`src/rtl/acs_unit.sv`:
```
// acs_unit: add-compare-select stage of the rate-1/2, K=3 Viterbi decoder
// (generators 7/5 octal, four trellis states).
//
// Ports:
//   clk, rst          clock; asynchronous active-high reset
//   sync              frame restart: metrics, survivors and pointer reinit
//   valid_in          rx_symbol is valid this cycle
//   rx_symbol[1:0]    hard symbol, [1]=G0(111) bit, [0]=G1(101) bit
//   updated_selected_branch_at_xx  survivor path per state (newest bit LSB)
//   new_branch_metric_xx           normalized, saturated path metric
//   write_pointer_out              accepted symbols mod 8
//   valid_out                      one-cycle strobe per processed symbol
module acs_unit #(
  parameter int PM_W     = 4,
  parameter int SURV_LEN = 8,
  parameter int PM_INIT  = 15
) (
  input  logic                clk,
  input  logic                rst,
  input  logic                sync,
  input  logic                valid_in,
  input  logic [1:0]          rx_symbol,
  output logic [SURV_LEN-1:0] updated_selected_branch_at_00,
  output logic [SURV_LEN-1:0] updated_selected_branch_at_01,
  output logic [SURV_LEN-1:0] updated_selected_branch_at_10,
  output logic [SURV_LEN-1:0] updated_selected_branch_at_11,
  output logic [PM_W-1:0]     new_branch_metric_00,
  output logic [PM_W-1:0]     new_branch_metric_01,
  output logic [PM_W-1:0]     new_branch_metric_10,
  output logic [PM_W-1:0]     new_branch_metric_11,
  output logic [2:0]          write_pointer_out,
  output logic                valid_out
);

  localparam int CW = PM_W + 1;
  localparam logic [PM_W-1:0] PM_INIT_V = PM_W'(PM_INIT);
  localparam logic [CW-1:0]   PM_MAX    = CW'((1 << PM_W) - 1);

  logic [PM_W-1:0]     pm_q   [4];
  logic [SURV_LEN-1:0] surv_q [4];
  logic [2:0]          wp_q;
  logic                vld_q;

  logic [CW-1:0]       cand   [4];
  logic [SURV_LEN-1:0] surv_n [4];
  logic [PM_W-1:0]     pm_n   [4];
  logic [CW-1:0]       cmin;
  logic [CW-1:0]       min_lo;
  logic [CW-1:0]       min_hi;

  // Hamming distance between the encoder output for input u leaving
  // state p and the received symbol.
  function automatic logic [1:0] bm_f(
    input logic [1:0] p,
    input logic       u,
    input logic [1:0] rx
  );
    logic c0;
    logic c1;
    c0 = u ^ p[1] ^ p[0];
    c1 = u ^ p[0];
    return {1'b0, c0 ^ rx[1]} + {1'b0, c1 ^ rx[0]};
  endfunction

  // Next state {u,x} is reached from {x,0} (pa) or {x,1} (pb).
  for (genvar s = 0; s < 4; s++) begin : g_st
    localparam int         UI = s / 2;
    localparam int         XI = s % 2;
    localparam logic       U  = 1'(UI);
    localparam logic [1:0] PA = 2'(2 * XI);
    localparam logic [1:0] PB = 2'(2 * XI + 1);

    logic [CW-1:0]       ca;
    logic [CW-1:0]       cb;
    logic                take_b;
    logic [SURV_LEN-1:0] sp;

    assign ca = {1'b0, pm_q[PA]} + CW'(bm_f(PA, U, rx_symbol));
    assign cb = {1'b0, pm_q[PB]} + CW'(bm_f(PB, U, rx_symbol));
    // strict compare: ties resolve to the b0=0 predecessor
    assign take_b    = cb < ca;
    assign cand[s]   = take_b ? cb : ca;
    assign sp        = take_b ? surv_q[PB] : surv_q[PA];
    assign surv_n[s] = {sp[SURV_LEN-2:0], U};
  end

  assign min_lo = (cand[1] < cand[0]) ? cand[1] : cand[0];
  assign min_hi = (cand[3] < cand[2]) ? cand[3] : cand[2];
  assign cmin   = (min_hi < min_lo) ? min_hi : min_lo;

  always_comb begin
    for (int i = 0; i < 4; i++) begin
      pm_n[i] = '0;
      if ((cand[i] - cmin) > PM_MAX) begin
        pm_n[i] = PM_MAX[PM_W-1:0];
      end else begin
        pm_n[i] = PM_W'(cand[i] - cmin);
      end
    end
  end

  always_ff @(posedge clk or posedge rst) begin
    if (rst) begin
      for (int i = 0; i < 4; i++) begin
        pm_q[i]   <= (i == 0) ? '0 : PM_INIT_V;
        surv_q[i] <= '0;
      end
      wp_q  <= '0;
      vld_q <= 1'b0;
    end else if (sync) begin
      for (int i = 0; i < 4; i++) begin
        pm_q[i]   <= (i == 0) ? '0 : PM_INIT_V;
        surv_q[i] <= '0;
      end
      wp_q  <= '0;
      vld_q <= 1'b0;
    end else if (valid_in) begin
      for (int i = 0; i < 4; i++) begin
        pm_q[i]   <= pm_n[i];
        surv_q[i] <= surv_n[i];
      end
      wp_q  <= wp_q + 3'd1;
      vld_q <= 1'b1;
    end else begin
      vld_q <= 1'b0;
    end
  end

  assign updated_selected_branch_at_00 = surv_q[0];
  assign updated_selected_branch_at_01 = surv_q[1];
  assign updated_selected_branch_at_10 = surv_q[2];
  assign updated_selected_branch_at_11 = surv_q[3];
  assign new_branch_metric_00          = pm_q[0];
  assign new_branch_metric_01          = pm_q[1];
  assign new_branch_metric_10          = pm_q[2];
  assign new_branch_metric_11          = pm_q[3];
  assign write_pointer_out             = wp_q;
  assign valid_out                     = vld_q;

endmodule

```
`config.mk`:
```
export PLATFORM = sky130hd
export DESIGN_NAME = acs_unit
export DESIGN_NICKNAME = d
export VERILOG_FILES = /design/src/rtl/acs_unit.sv
export SDC_FILE = /design/constraint.sdc
export NUM_CORES = 1
export LEC_CHECK = 0
export CAP_MARGIN = 25
export CORE_UTILIZATION = 25
export CTS_BUF_LIST = sky130_fd_sc_hd__clkbuf_8
export DETAILED_ROUTE_END_ITERATION = 6
export GPL_ROUTABILITY_DRIVEN = 0
export GPL_TIMING_DRIVEN = 0
export PLACE_DENSITY = 0.49
export SETUP_SLACK_MARGIN = 0.2
export SLEW_MARGIN = 20
export SYNTH_ARGS = -nofsm -noshare
export SYNTH_HDL_FRONTEND = slang
export SYNTH_SLANG_ARGS = --single-unit
export TNS_END_PERCENT = 20
```
`constraint.sdc`:
```
create_clock -name clk -period 6.9 [get_ports clk]
set_input_delay 1.725 -clock clk [delete_from_list [all_inputs] [get_ports clk]]
set_output_delay 1.725 -clock clk [all_outputs]
set_load 0.005 [all_outputs]
```
== Word level (Yosys, flattened, before mapping) ==
Index checks and enable logic that the tools add are counted.

* Register bits after elaboration: 52
* Bits of input ports: 6

* Add/sub/neg operators: 17
* $lt $le $gt $ge: 11
* Muxes and demuxes: 23
* Bitwise operators: 2
* Reductions and logical operators: 1

{| class="wikitable"
|+ Operators with widths
! kind !! number
|-
| two-way mux 32 bit || 2
|-
| adder 4 x 2 -> 5 bit || 8
|-
| less-than comparator 5 bit || 7
|-
| two-way mux 5 bit || 7
|-
| two-way mux 16 bit || 2
|-
| two-way mux 7 bit || 4
|-
| greater-than comparator 5 x 4 -> 1 bit (second input constant) || 4
|-
| subtractor 5 bit || 4
|-
| two-way mux 4 bit || 4
|-
| adder 1 x 1 -> 2 bit || 4
|-
| two-way mux 3 bit || 2
|-
| adder 3 x 1 -> 3 bit (second input constant) || 1
|-
| two-way mux 1 bit || 2
|-
| NOT 1 bit || 2
|-
| nonzero test 2 bit || 1
|}

== Depth between registers and ports, before layout ==
Gate-level depths: netlist of run 1.

* Depth after elaboration: 14
* Gate-level depth with buffers: 39
* Gate-level depth less buffers: 37

== Worst setup path after synthesis of run 1 ==
OpenSTA, ideal clock, no wires.

* Path kind: input to register
* Start: in rx_symbol[0]
* End: reg pm_q, in the netlist new_branch_metric_10[0]
* Library setup time: 0.073 ns
* Arrival time: 8.858 ns
* Data required time: 6.827 ns
* Setup slack: -2.031 ns
* Cell stages on the path: 36
* Path through: inv_1 ha_1 inv_1 ha_1 ha_1 a21oi_1 xnor2_1 inv_1 ha_1 a21o_1 a31oi_1 o21a_1 buf_1 nor2_1 a21oi_1 inv_1 ha_1 inv_1 a311oi_1 o211a_1 nand2b_1 mux2i_1 inv_1 ha_1 a41oi_1 a31o_1 buf_4 nand2_1 o21ai_0 ha_1 fa_1 maj3_1 maj3_1 xnor3_1 and2_1 a21oi_1

* Cells in the longest elaborated chain, start to end: 14
* Elaborated cells on any way between the ends: 32
* Those cells by class: add/sub: 13; order compare: 8; mux: 10; bitwise: 1

{| class="wikitable"
|+ RTL lines
! what !! line !! RTL
|-
| from (decl) || 22 || <nowiki>input logic [1:0] rx_symbol,</nowiki>
|-
| NOT 1 bit (no line) || n/a ||
|-
| adder 1 x 1 -> 2 bit || 62 || <nowiki>return {1'b0, c0 ^ rx[1]} + {1'b0, c1 ^ rx[0]};</nowiki>
|-
| adder 4 x 2 -> 5 bit, on equally long branches || 78, 79 ||
|-
| less-than comparator 5 bit || 81 || <nowiki>assign take_b = cb < ca;</nowiki>
|-
| two-way mux 5 bit || 82 || <nowiki>assign cand[s] = take_b ? cb : ca;</nowiki>
|-
| less-than comparator 5 bit, on equally long branches || 88, 87 ||
|-
| two-way mux 5 bit, on equally long branches || 88, 87 ||
|-
| less-than comparator 5 bit || 89 || <nowiki>assign cmin = (min_hi < min_lo) ? min_hi : min_lo;</nowiki>
|-
| two-way mux 5 bit || 89 ||
|-
| subtractor 5 bit (*) || 97 || <nowiki>pm_n[i] = PM_W'(cand[i] - cmin);</nowiki>
|-
| greater-than comparator 5 x 4 -> 1 bit || 94 || <nowiki>if ((cand[i] - cmin) > PM_MAX) begin</nowiki>
|-
| two-way mux 4 bit (*) || 94 ||
|-
| two-way mux 16 bit (*) || 117 || <nowiki>end else if (valid_in) begin</nowiki>
|-
| two-way mux 16 bit (*) || 110 || <nowiki>end else if (sync) begin</nowiki>
|-
| to (signal, indexed assignment) || 105 || <nowiki>pm_q[i] <= (i == 0) ? '0 : PM_INIT_V;</nowiki>
|-
| to (signal, indexed assignment) || 112 || <nowiki>pm_q[i] <= (i == 0) ? '0 : PM_INIT_V;</nowiki>
|-
| to (signal, indexed assignment) || 119 || <nowiki>pm_q[i] <= pm_n[i];</nowiki>
|-
| to (decl) || 39 || <nowiki>logic [PM_W-1:0] pm_q [4];</nowiki>
|}

Mark *: on every way between the ends. The rest lies on a longest branch, timed or not. The select of a mux whose other input is x is not followed.
A chain may end at the register's enable or synchronous reset.

== Final worst setup path of run 1 ==
* Start: in rx_symbol[1]
* End: reg pm_q, in the netlist new_branch_metric_10[0]

* Cells in the longest elaborated chain, start to end: 14
* Elaborated cells on any way between the ends: 32
* Those cells by class: add/sub: 13; order compare: 8; mux: 10; bitwise: 1

{| class="wikitable"
|+ RTL lines
! what !! line
|-
| NOT 1 bit (no line) || n/a
|-
| adder 1 x 1 -> 2 bit || 62
|-
| adder 4 x 2 -> 5 bit, on equally long branches || 79, 78
|-
| less-than comparator 5 bit || 81
|-
| two-way mux 5 bit || 82
|-
| less-than comparator 5 bit, on equally long branches || 88, 87
|-
| two-way mux 5 bit, on equally long branches || 88, 87
|-
| less-than comparator 5 bit || 89
|-
| two-way mux 5 bit || 89
|-
| subtractor 5 bit (*) || 97
|-
| greater-than comparator 5 x 4 -> 1 bit || 94
|-
| two-way mux 4 bit (*) || 94
|-
| two-way mux 16 bit (*) || 117
|-
| two-way mux 16 bit (*) || 110
|}

Marks and branches as above.

==> flow_summary.ini, run 1 <==
[worst_setup_path]
r2r_start = new_branch_metric_10[1]$_DFFE_PP1P_
worstReg2RegEnd = new_branch_metric_10[0]$_DFFE_PP1P_
worst_path_largest_cell_delay_ns = 0.36
required_ns = 7.14
cp-start-kind = primary input
r2r_cells = 34
critical_path_class = in -> reg
crit_path_end_kind = flop
crit_arrival_ns = 8.01
r2r_slack_ns = 0.36
crit_top_cell = ha_4
crit_fanout = 10
crit_slowest_cell = ha_1

[status]
violations = setup timing
status = finished with violations

[floorplan]
design.core.area_sq_mm = 0.0188
die_w_um = 141
rows = 50
die_area_sq_mm = 0.0199
ios = 58
initial_core_util_pct = 25.7
die_h_um = 141

[timing]
slew_headroom_pct = 43.8
tightest_slew_ns = 0.839
setup_viol = 16
period_share_pct = 113
fin_ws_ns = -0.869
drv_slew = 0
timing.final.hold_violations = 0
skew_ns = 0.00816
fin_crit_ns = 7.77
grt_setup_unrepaired = yes
max_freq_mhz = 129
hold_slack_ns = 0.492

[synth]
syn_area_per_cell_sq_um = 8.66
synth-warning-count = 0
syn_inst = 558
ys.flop_type = dfrtp_1
synth-simple-area-share_pct = 13.5
synth-async-reset-ratio_pct = 100
synth_top_family_by_area = compound AO/OA/AOI/OAI gates
synth-compound-area-share_pct = 23.3
synth.distinct_cells = 77
synth-adder-area-share_pct = 15.1
synth.area.mux_share_pct = 8.47
netlist_area_sq_mm = 0.00483
ys_seq_area_share_pct = 24.1
synth-xor-area-share_pct = 8.34
ys_seq_elements = 46
synth_edf_count = 0

[worst_hold_path]
min_from = updated_selected_branch_at_10[7]$_DFFE_PP0P_
hold_depth = 2
hp-class = reg -> reg
hold_end = updated_selected_branch_at_10[7]$_DFFE_PP0P_

[job]
drv_cap = 0

[global_routing]
grt_pass1_vias = 4579
grt_first_pass_wirelength_mm = 24.8
grt_max_degree = 26
grt_use_total_pct = 15.9
grt.overflow.total = 0
antenna_found_initial = 0

[final_layout]
fill_cells = 1858
drive_gt1_share_pct = 34.8
area_growth_pct = 46.5
final_net_count = 738
layout_common_cells = 64 x buf_4, 49 x clkdlybuf4s50_1, 47 x nor2_1
n_antenna_cell = 0
final_common_cell = buf_4

[clock_network]
cts_tree = yes
hold_buffers = 0
numCtsBuffers = 5
clk_latency_ns = 0.31
cts-root-buf = clkbuf_8
cts.sinks = 46
path_clk_slew_ns = 0.09
htree_levels = 2
clock_path_buffers = 2

[detailed_routing]
dr_total_vias = 4581
drcViolationCount = 0
first_iter_violations = 308
via_per_inst = 4.86
postRouteAntennaNets = 0
drtPass1Iterations = 4
routed_wl_mm = 15.8
post_drt_wl_per_cell_um = 16.8

[place]
dp_hpwl_mm = 11.5
io_buffers = 51
final cells by class:
type                            count  area [sq um]  share of cell area [%]
Clock buffer                        6          82.6                    1.17
Timing Repair Buffer              113          1020                    14.4
Inverter                           43           173                    2.44
Multi-Input combinational cell    444          4080                    57.7
Buffer                             28           218                    3.08
Sequential cell                    46          1170                    16.5
Tap cell                          260           325                    4.60
Clock inverter                      2          12.5                   0.177
critical path, delay by kind of cell:
kind / cells / cell delay [ns]
AOI/OAI and AO/OA: 11 / 1.51
xor gates and xnor gates: 1 / 0.22
adders and majority gates: 10 / 2.75
buffers and inverters: 6 / 0.80
muxes: 2 / 0.63
and+or+nand+nor: 3 / 0.36
metal layers:
layer	vias to the layer above	GRT usage [%]	wire (um)
met5	-	0	0
met4	0	4.58	390
met3	26	1.97	580
met2	116	27.7	7630
met1	2226	20.6	7220
li1	2213	-	-
what timing repair did:
| action | 4_1_cts | 5_1_grt |
|---|---|---|
| resized for setup | 90 | 27 |
| pin swaps | 44 | 30 |
| endpoints found under the setup margin | 16 | 16 |
| buffers inserted | 46 | 15 |
cells by family after synthesis:
kind of cell / Yosys count
AO/OA/AOI/OAI: 161
adder cells (fa/ha/maj): 58
other: 1
AND/OR/NAND/NOR: 141
flip-flops: 46
buffers and inverters: 71
multiplexers: 38
XOR/XNOR: 42
synth_stat cells (5+ instances only):
| master | n | area (sq um) |
|---|---|---|
| a21oi_1 | 39 | 195 |
| nand2b_1 | 7 | 43.8 |
| xor2_1 | 16 | 140 |
| o21ai_0 | 32 | 160 |
| nor2_1 | 55 | 206 |
| nor2b_1 | 9 | 56.3 |
| nand3b_1 | 5 | 37.5 |
| maj3_1 | 6 | 60.1 |
| mux2i_1 | 35 | 350 |
| buf_6 | 5 | 56.3 |
| ha_1 | 48 | 601 |
| a21boi_0 | 5 | 37.5 |
| a21oi_2 | 8 | 70.1 |
| dfrtp_1 | 34 | 851 |
| xnor2_1 | 23 | 201 |
| nor3_1 | 6 | 30.0 |
| a31oi_1 | 5 | 31.3 |
| dfstp_2 | 12 | 315 |
| inv_1 | 42 | 158 |
| clkbuf_1 | 7 | 26.3 |
| nand2_1 | 43 | 161 |
| a21o_1 | 5 | 37.5 |
| a311oi_1 | 6 | 52.6 |
| a211oi_1 | 5 | 37.5 |
| o21a_1 | 10 | 75.1 |
| buf_4 | 8 | 60.1 |
through the flow:
| step | cells | util, % | instance area, sq um | worst slack [ns] | setup TNS, ns |
|---|---|---|---|---|---|
| 2_1_floorplan | 561 | - | 5120 | -0.881 | -12.13 |
| 3_3_place_gp | 872 | 31.7 | 5960 | -2.42 | -37.16 |
| 3_5_place_dp | 873 | 31.8 | 5980 | -2.57 | -39.13 |
| 4_1_cts | 927 | 36.1 | 6790 | -0.815 | -11.42 |
| 5_1_grt | 942 | 37.6 | 7080 | -1.04 | -15.93 |
| 6_report | 942 | 37.6 | 7080 | -0.869 | -12.73 |
worst max path at each step:
stage	from	endpoint	slack [ns]
floorplan	rx_symbol[0]	new_branch_metric_10[0]$_DFFE_PP1P_	-0.88
global placement	rx_symbol[0]	new_branch_metric_00[3]$_DFFE_PP0P_	-2.42
detailed placement	rx_symbol[0]	new_branch_metric_00[2]$_DFFE_PP0P_	-2.57
CTS	rx_symbol[0]	new_branch_metric_10[0]$_DFFE_PP1P_	-0.81
global route	rx_symbol[0]	new_branch_metric_10[0]$_DFFE_PP1P_	-1.04
finish	rx_symbol[1]	new_branch_metric_10[0]$_DFFE_PP1P_	-0.87
flip-flops by register name, indices dropped and copies added, names as in the netlist:
| signal | count |
|---|---|
| new_branch_metric_11 | 4 |
| new_branch_metric_01 | 4 |
| updated_selected_branch_at_00 | 6 |
| new_branch_metric_00 | 4 |
| updated_selected_branch_at_01 | 7 |
| updated_selected_branch_at_11 | 7 |
| new_branch_metric_10 | 4 |
| updated_selected_branch_at_10 | 6 |
| valid_out | 1 |
| write_pointer_out | 3 |
Power of run 1 is left out: the tool's default activity adds up to more than one toggle a clock period on the data nets, which glitch-free logic cannot reach.
==> run 2, diff against run 1 <==
--- a/config.mk
+++ b/config.mk
@@ -11,7 +11,7 @@
 export DETAILED_ROUTE_END_ITERATION = 6
 export GPL_ROUTABILITY_DRIVEN = 0
 export GPL_TIMING_DRIVEN = 0
-export PLACE_DENSITY = 0.49
+export PLACE_DENSITY = 0.46
 export SETUP_SLACK_MARGIN = 0.2
 export SLEW_MARGIN = 20
 export SYNTH_ARGS = -nofsm -noshare
==> run 2 against run 1 <==
The run still ends with setup timing left; routed wire length is 1.2% lower; sequential cell count did not move; worst setup slack better by 0.030 ns; via count is 0.85% lower; critical endpoint is now new_branch_metric_10[1]$_DFFE_PP1P_.
==> flow_summary.ini, run 2 (synthesized netlist as in run 1, its figures left out) <==
[status]
status = finished with violations
violations = setup timing

[worst_setup_path]
crit_top_cell = ha_4
critical_path_class = in -> reg
crit_fanout = 6
worst_path_largest_cell_delay_ns = 0.37
cp_top_family = adder cells
required_ns = 7.14
cp-start-kind = primary input
crit_arrival_ns = 7.97
worst-path-buf-inv = 8
crit_path_end_kind = flop
crit_slowest_cell = fa_2

[floorplan]
die_area_sq_mm = 0.0199
die_w_um = 141
rows = 50
ios = 58
die_h_um = 141
initial_core_util_pct = 25.7
design.core.area_sq_mm = 0.0188

[final_layout]
n_antenna_cell = 0
area_growth_pct = 44.5
final_net_count = 734
layout_common_cells = 62 x buf_4, 49 x clkdlybuf4s50_1, 47 x nor2_1
drive_gt1_share_pct = 33.9
final_common_cell = buf_4

[timing]
max_freq_mhz = 129
period_share_pct = 112
slew_headroom_pct = 45.8
drv_slew = 0
setup_viol = 16
tightest_slew_ns = 0.810
hold_slack_ns = 0.496
skew_ns = 0.0110
finalSetupTns_ns = -11.96
fin_ws_ns = -0.839
grt_setup_unrepaired = yes
timing.final.hold_violations = 0
fin_crit_ns = 7.74

[clock_network]
cts_tree = yes
numCtsBuffers = 5
clock_path_buffers = 2
clk_latency_ns = 0.31
cts.sinks = 46
path_clk_slew_ns = 0.10
cts-root-buf = clkbuf_8
htree_levels = 2

[detailed_routing]
dr_total_vias = 4542
postRouteAntennaNets = 0
post_drt_wl_per_cell_um = 16.7
via_per_inst = 4.84
routed_wl_mm = 15.6
drtPass1Iterations = 4
first_iter_violations = 223
drcViolationCount = 0

[global_routing]
grt_pass1_vias = 4723
antenna_found_initial = 0
grt.overflow.total = 0
grt_max_degree = 34
grt_first_pass_wirelength_mm = 25.0
grt_use_total_pct = 16.1

[place]
dp_hpwl_mm = 11.8
io_buffers = 51

[worst_hold_path]
hp-class = reg -> reg

[job]
drv_cap = 0
## run 2: final timing paths
check	from	to	cells after the start	slack, ns
worst max register to register	new_branch_metric_10[1]$_DFFE_PP1P_	new_branch_metric_10[1]$_DFFE_PP1P_	34	0.36
worst max-delay path	rx_symbol[0]	new_branch_metric_10[1]$_DFFE_PP1P_	36	-0.84
worst min-delay path	updated_selected_branch_at_10[7]$_DFFE_PP0P_	updated_selected_branch_at_10[7]$_DFFE_PP0P_	2	0.50
max in group asynchronous	rst	new_branch_metric_01[3]$_DFFE_PP1P_	3	4.65
min in group asynchronous	rst	updated_selected_branch_at_01[7]$_DFFE_PP0P_	2	1.69
worst min register to register	updated_selected_branch_at_10[7]$_DFFE_PP0P_	updated_selected_branch_at_10[7]$_DFFE_PP0P_	2	0.50
## run 2: timing repair
item	CTS	global route
hold buffers	0	0
setup buffers	53	4
gates resized for setup	98	7
setup endpoints to repair	16	16
cloned	0	0
pin swaps	43	13
## run 2: per-stage QoR
stage	util, %	std cells	worst slack [ns]	instance area, sq um
floorplan	-	561	-0.881	5120
global placement	31.7	872	-2.51	5960
detailed placement	31.8	873	-2.64	5980
CTS	36.7	934	-0.811	6910
global route	37.1	938	-1.10	6980
finish	37.1	938	-0.839	6980
## run 2: layout make-up
class,count,area [sq um]
fillers,1915,11900
multi-input cells,444,4020
flip-flops and latches,46,1170
repair buffers,109,973
well taps,260,325
plain buffers,28,218
inverters,43,173
clock buffers,5,68.8
clock inverters,3,41.3
## run 2: layer usage
layer / track usage, % / routed length, um / up-vias
li1: - / - / 2208
met1: 19.8 / 6780 / 2220
met2: 28.8 / 7850 / 88
met3: 1.80 / 527 / 26
met4: 6.18 / 469 / 0
met5: 0 / 0 / -
## run 2: tightest hold or removal path, delay by kind of cell (launching register included)
kind               cells  cell delay (ns)
DFF                    1             0.36
AOI/OAI and AO/OA      1             0.06
and+or+nand+nor        1             0.04
Power of run 2 is left out for the same reason.
==> run 3, diff against run 2 <==
--- a/config.mk
+++ b/config.mk
@@ -13,7 +13,6 @@
 export GPL_TIMING_DRIVEN = 0
 export PLACE_DENSITY = 0.46
 export SETUP_SLACK_MARGIN = 0.2
-export SLEW_MARGIN = 20
 export SYNTH_ARGS = -nofsm -noshare
 export SYNTH_HDL_FRONTEND = slang
 export SYNTH_SLANG_ARGS = --single-unit
==> run 3 against run 2 <==
The run still ends with setup timing left; routed wire length rose by 3.1%; sequential share of layout area down 0.61 points; sequential cell count stayed put; first-iteration DRC count shrank 30%; critical endpoint unchanged; final cell count grew 1.8%; highest routed layer unchanged; global-route usage is 0.17 points higher; clock-buffer cell count is the same; clock skew about the same.
==> flow_summary.ini, run 3 (synthesized netlist as in run 1, its figures left out) <==
[worst_setup_path]
r2r_cells = 32
crit_slowest_cell = o31ai_1
critical_path_class = in -> reg
crit_top_cell = ha_4
crit_fanout = 7
crit_path_end_kind = flop
worstReg2RegEnd = new_branch_metric_10[1]$_DFFE_PP1P_
required_ns = 7.13
crit_arrival_ns = 8.06
cp-start-kind = primary input
r2r_slack_ns = 0.26
r2r_start = new_branch_metric_10[1]$_DFFE_PP1P_
worst_path_largest_cell_delay_ns = 0.42

[final_layout]
final_common_cell = buf_4
layout_common_cells = 73 x buf_4, 49 x clkdlybuf4s50_1, 47 x nor2_1
final_net_count = 751
stdcell_count = 955
area_growth_pct = 49.9
drive_gt1_share_pct = 37.3
n_antenna_cell = 0
design_area_sq_mm = 0.00724

[clock_network]
clk_latency_ns = 0.31
path_clk_slew_ns = 0.09
clock_path_buffers = 2
cts-root-buf = clkbuf_8
cts_tree = yes
cts.sinks = 46
numCtsBuffers = 5
htree_levels = 2

[worst_hold_path]
hold_end = updated_selected_branch_at_01[7]$_DFFE_PP0P_
hold_depth = 2
hp-class = reg -> reg
min_from = updated_selected_branch_at_01[7]$_DFFE_PP0P_

[place]
dp_hpwl_mm = 11.9
placed_area_sq_mm = 0.00598
io_buffers = 51
dpl.cell_count = 873

[detailed_routing]
postRouteAntennaNets = 0
drtPass1Iterations = 4
routed_wl_mm = 16.1
dr_total_vias = 4625
drcViolationCount = 0
post_drt_wl_per_cell_um = 16.9
via_per_inst = 4.84
first_iter_violations = 156

[floorplan]
ios = 58
initial_core_util_pct = 25.7
design.core.area_sq_mm = 0.0188
die_h_um = 141
die_w_um = 141
die_area_sq_mm = 0.0199
rows = 50

[timing]
tightest_slew_ns = 0.869
setup_viol = 16
period_share_pct = 113
fin_ws_ns = -0.928
grt_setup_unrepaired = yes
fin_crit_ns = 7.83
drv_slew = 0
skew_ns = 0.0108
slew_headroom_pct = 41.9
finalSetupTns_ns = -13.38
max_freq_mhz = 128
timing.final.hold_violations = 0

[job]
drv_cap = 0

[global_routing]
grt_use_total_pct = 16.3
grt_max_degree = 39
antenna_found_initial = 0
grt_pass1_vias = 4762
grt.overflow.total = 0
grt_first_pass_wirelength_mm = 25.3

[status]
violations = setup timing
status = finished with violations
-- run 3: per-layer routing --
| metal | vias up | global-route usage, % | part of all wire (%) |
|---|---|---|---|
| met4 | 0 | 6.46 | 2.9 |
| li1 | 2247 | - | - |
| met3 | 28 | 1.94 | 3.7 |
| met5 | - | 0 | 0 |
| met2 | 97 | 28.8 | 51 |
| met1 | 2253 | 20.1 | 42 |
-- run 3: worst max path at each step --
stage                       from                             endpoint  slack, ns  cells after the start
CTS                 rx_symbol[0]  new_branch_metric_10[1]$_DFFE_PP1P_      -0.90                     36
global placement    rx_symbol[0]  new_branch_metric_00[3]$_DFFE_PP0P_      -2.51                     36
finish              rx_symbol[0]  new_branch_metric_10[1]$_DFFE_PP1P_      -0.93                     35
detailed placement  rx_symbol[0]  new_branch_metric_00[3]$_DFFE_PP0P_      -2.62                     36
floorplan           rx_symbol[0]  new_branch_metric_10[0]$_DFFE_PP1P_      -0.88                     37
global route        rx_symbol[0]  new_branch_metric_10[1]$_DFFE_PP1P_      -1.12                     41
-- run 3: through the flow --
step	hold slack [ns]	setup slack, ns	utilization, %
floorplan	0.473	-0.881	-
global placement	0.468	-2.51	31.7
detailed placement	0.476	-2.62	31.8
CTS	0.504	-0.901	36.5
global route	0.528	-1.12	38.5
finish	0.497	-0.928	38.5
-- run 3: final cells by class --
type | instances | area [sq um]
tap | 260 | 325
inverter | 43 | 180
sequential | 46 | 1170
clock buffer | 5 | 68.8
clock inverter | 3 | 41.3
multi-input combinational | 444 | 4110
buffer | 28 | 218
fill | 1865 | 11600
timing repair buffer | 126 | 1130
-- run 3: critical path, delay by kind of cell --
kind / cells / cell delay (ns)
adders and majority gates: 9 / 2.39
AOI/OAI and AO/OA: 11 / 2.04
buffers and inverters: 9 / 0.88
and+or+nand+nor: 3 / 0.42
xor gates and xnor gates: 2 / 0.31
muxes: 1 / 0.26
-- run 3: timing repair --
item                                    4_1_cts  5_1_grt
resized for setup                            88       45
hold endpoints to repair                      0        0
endpoints found under the setup margin       16       16
hold buffers                                  0        0
setup buffers                                55       19
pin swaps                                    47       42
Power of run 3 is left out for the same reason.
==> patch: new RTL, flow settings as in run 1 <==
Change the parameter `SURV_LEN` from 8 to 4.
--- a/src/rtl/acs_unit.sv
+++ b/src/rtl/acs_unit.sv
@@ -12,7 +12,7 @@
 //   valid_out                      one-cycle strobe per processed symbol
 module acs_unit #(
   parameter int PM_W     = 4,
-  parameter int SURV_LEN = 8,
+  parameter int SURV_LEN = 4,
   parameter int PM_INIT  = 15
 ) (
   input  logic                clk,
Interface: changed (resized updated_selected_branch_at_00, updated_selected_branch_at_01, updated_selected_branch_at_10 and updated_selected_branch_at_11); port bits go from 58 to 42. The function was not compared with the original's and may differ.
==> patch against run 1 <==
The flow still finishes with violations (setup timing). Critical path depth down 1. Register-to-register slack worse by 0.33 ns. Critical path type unchanged. Routed wire length down 18%. Final area is 18% lower. Synthesized area down 14%. Final cell count is 14% lower. Worst setup slack got worse by 0.27 ns. Sequential cell count fell by 16.
Power is left out: the tool's default activity adds up to more than one toggle a clock period on the data nets, which glitch-free logic cannot reach.
==> patch: results (changes against run 1) <==
| Metric | Value |
|---|---|
| Final-layout fill cell count | 1,670 (-10%) |
| Placed Area | 5000 µm² (-16%) |
| Total wire length | 13.0 mm (-18%) |
| Clock Skew | 0.0168 ns (+0.00868 ns) |
| Met3 WL | 430 µm (-26%) |
| Area delta synth->final | 40.7% |
| Adder-Cell Fraction of Synth Area | 17.8% (+2.7 points) |
| Crit Path Max Fanout | 5 (-5) |
| RR Endpoint | new_branch_metric_01[3] |
| Status | complete, but fails checks |
| Critical Path AT | 8.28 ns (+0.27 ns) |
| Complex-gate fraction of the synthesized area | 26.0% (+2.7 points) |
| Xor and xnor fraction of the mapped netlist area | 9.10% (+0.77 points) |
| FF-to-FF path depth | 32 (-5.9%) |
| Final HPWL DP | 10.0 mm (-13%) |
| Met1 Use GR | 20.7% (+0.099 points) |
| Setup-failing EPs final | 16 (unchanged) |
| Iter 0 DRT Violations | 264 (-14%) |
| Grt met3 use | 1.95% (-0.016 points) |
| DR vias/cell | 4.89 (+0.56%) |
| Setup TNS | -17.46 ns (-4.73 ns) |
| Post-synth cell types | 74 (-3.9%) |
| Overall Global Routing Usage | 15.9% (-0.059 points) |
| Failing checks | setup timing |
| Mux cell area share after synthesis | 5.47% (-3.0 points) |
| Pre-antenna DRT Iters | 5 (+1) |
| First-pass GRT wire length | 20.8 mm (-16%) |
| Final WS setup | -1.14 ns (-0.274 ns) |
| Crit-path slowest cell | maj3_1 |
[patch: changes by cell type after synthesis, sizes merged, moves of 8 or more]
cell | run 1 | this run
nand2 | 43 | 33
o21ai | 38 | 19
a21oi | 47 | 39
mux2i | 38 | 17
dfrtp | 34 | 18
[patch: worst max-delay path, delay by kind of cell]
kind                       cells  cell delay, ns
buffers and inverters          6            0.61
and+or+nand+nor                3            0.32
muxes                          2            0.47
xor gates and xnor gates       2            0.42
AOI/OAI and AO/OA              9            1.94
adders and majority gates     10            2.78
[patch: layout make-up]
class	count	area share, %
Buffer	21	2.19
Clock buffer	6	1.42
Clock inverter	2	0.581
Inverter	49	3.27
Multi-Input combinational cell	406	62.4
Sequential cell	30	13.2
Tap cell	216	4.65
Timing Repair Buffer	82	12.3
[patch: what timing repair did]
item | 4_1_cts | 5_1_grt
hold endpoints to repair | 0 | 0
setup buffers | 31 | 14
gates cloned | 0 | 0
endpoints found under the setup margin | 16 | 16
gates resized for setup | 46 | 44
pin swaps | 28 | 37
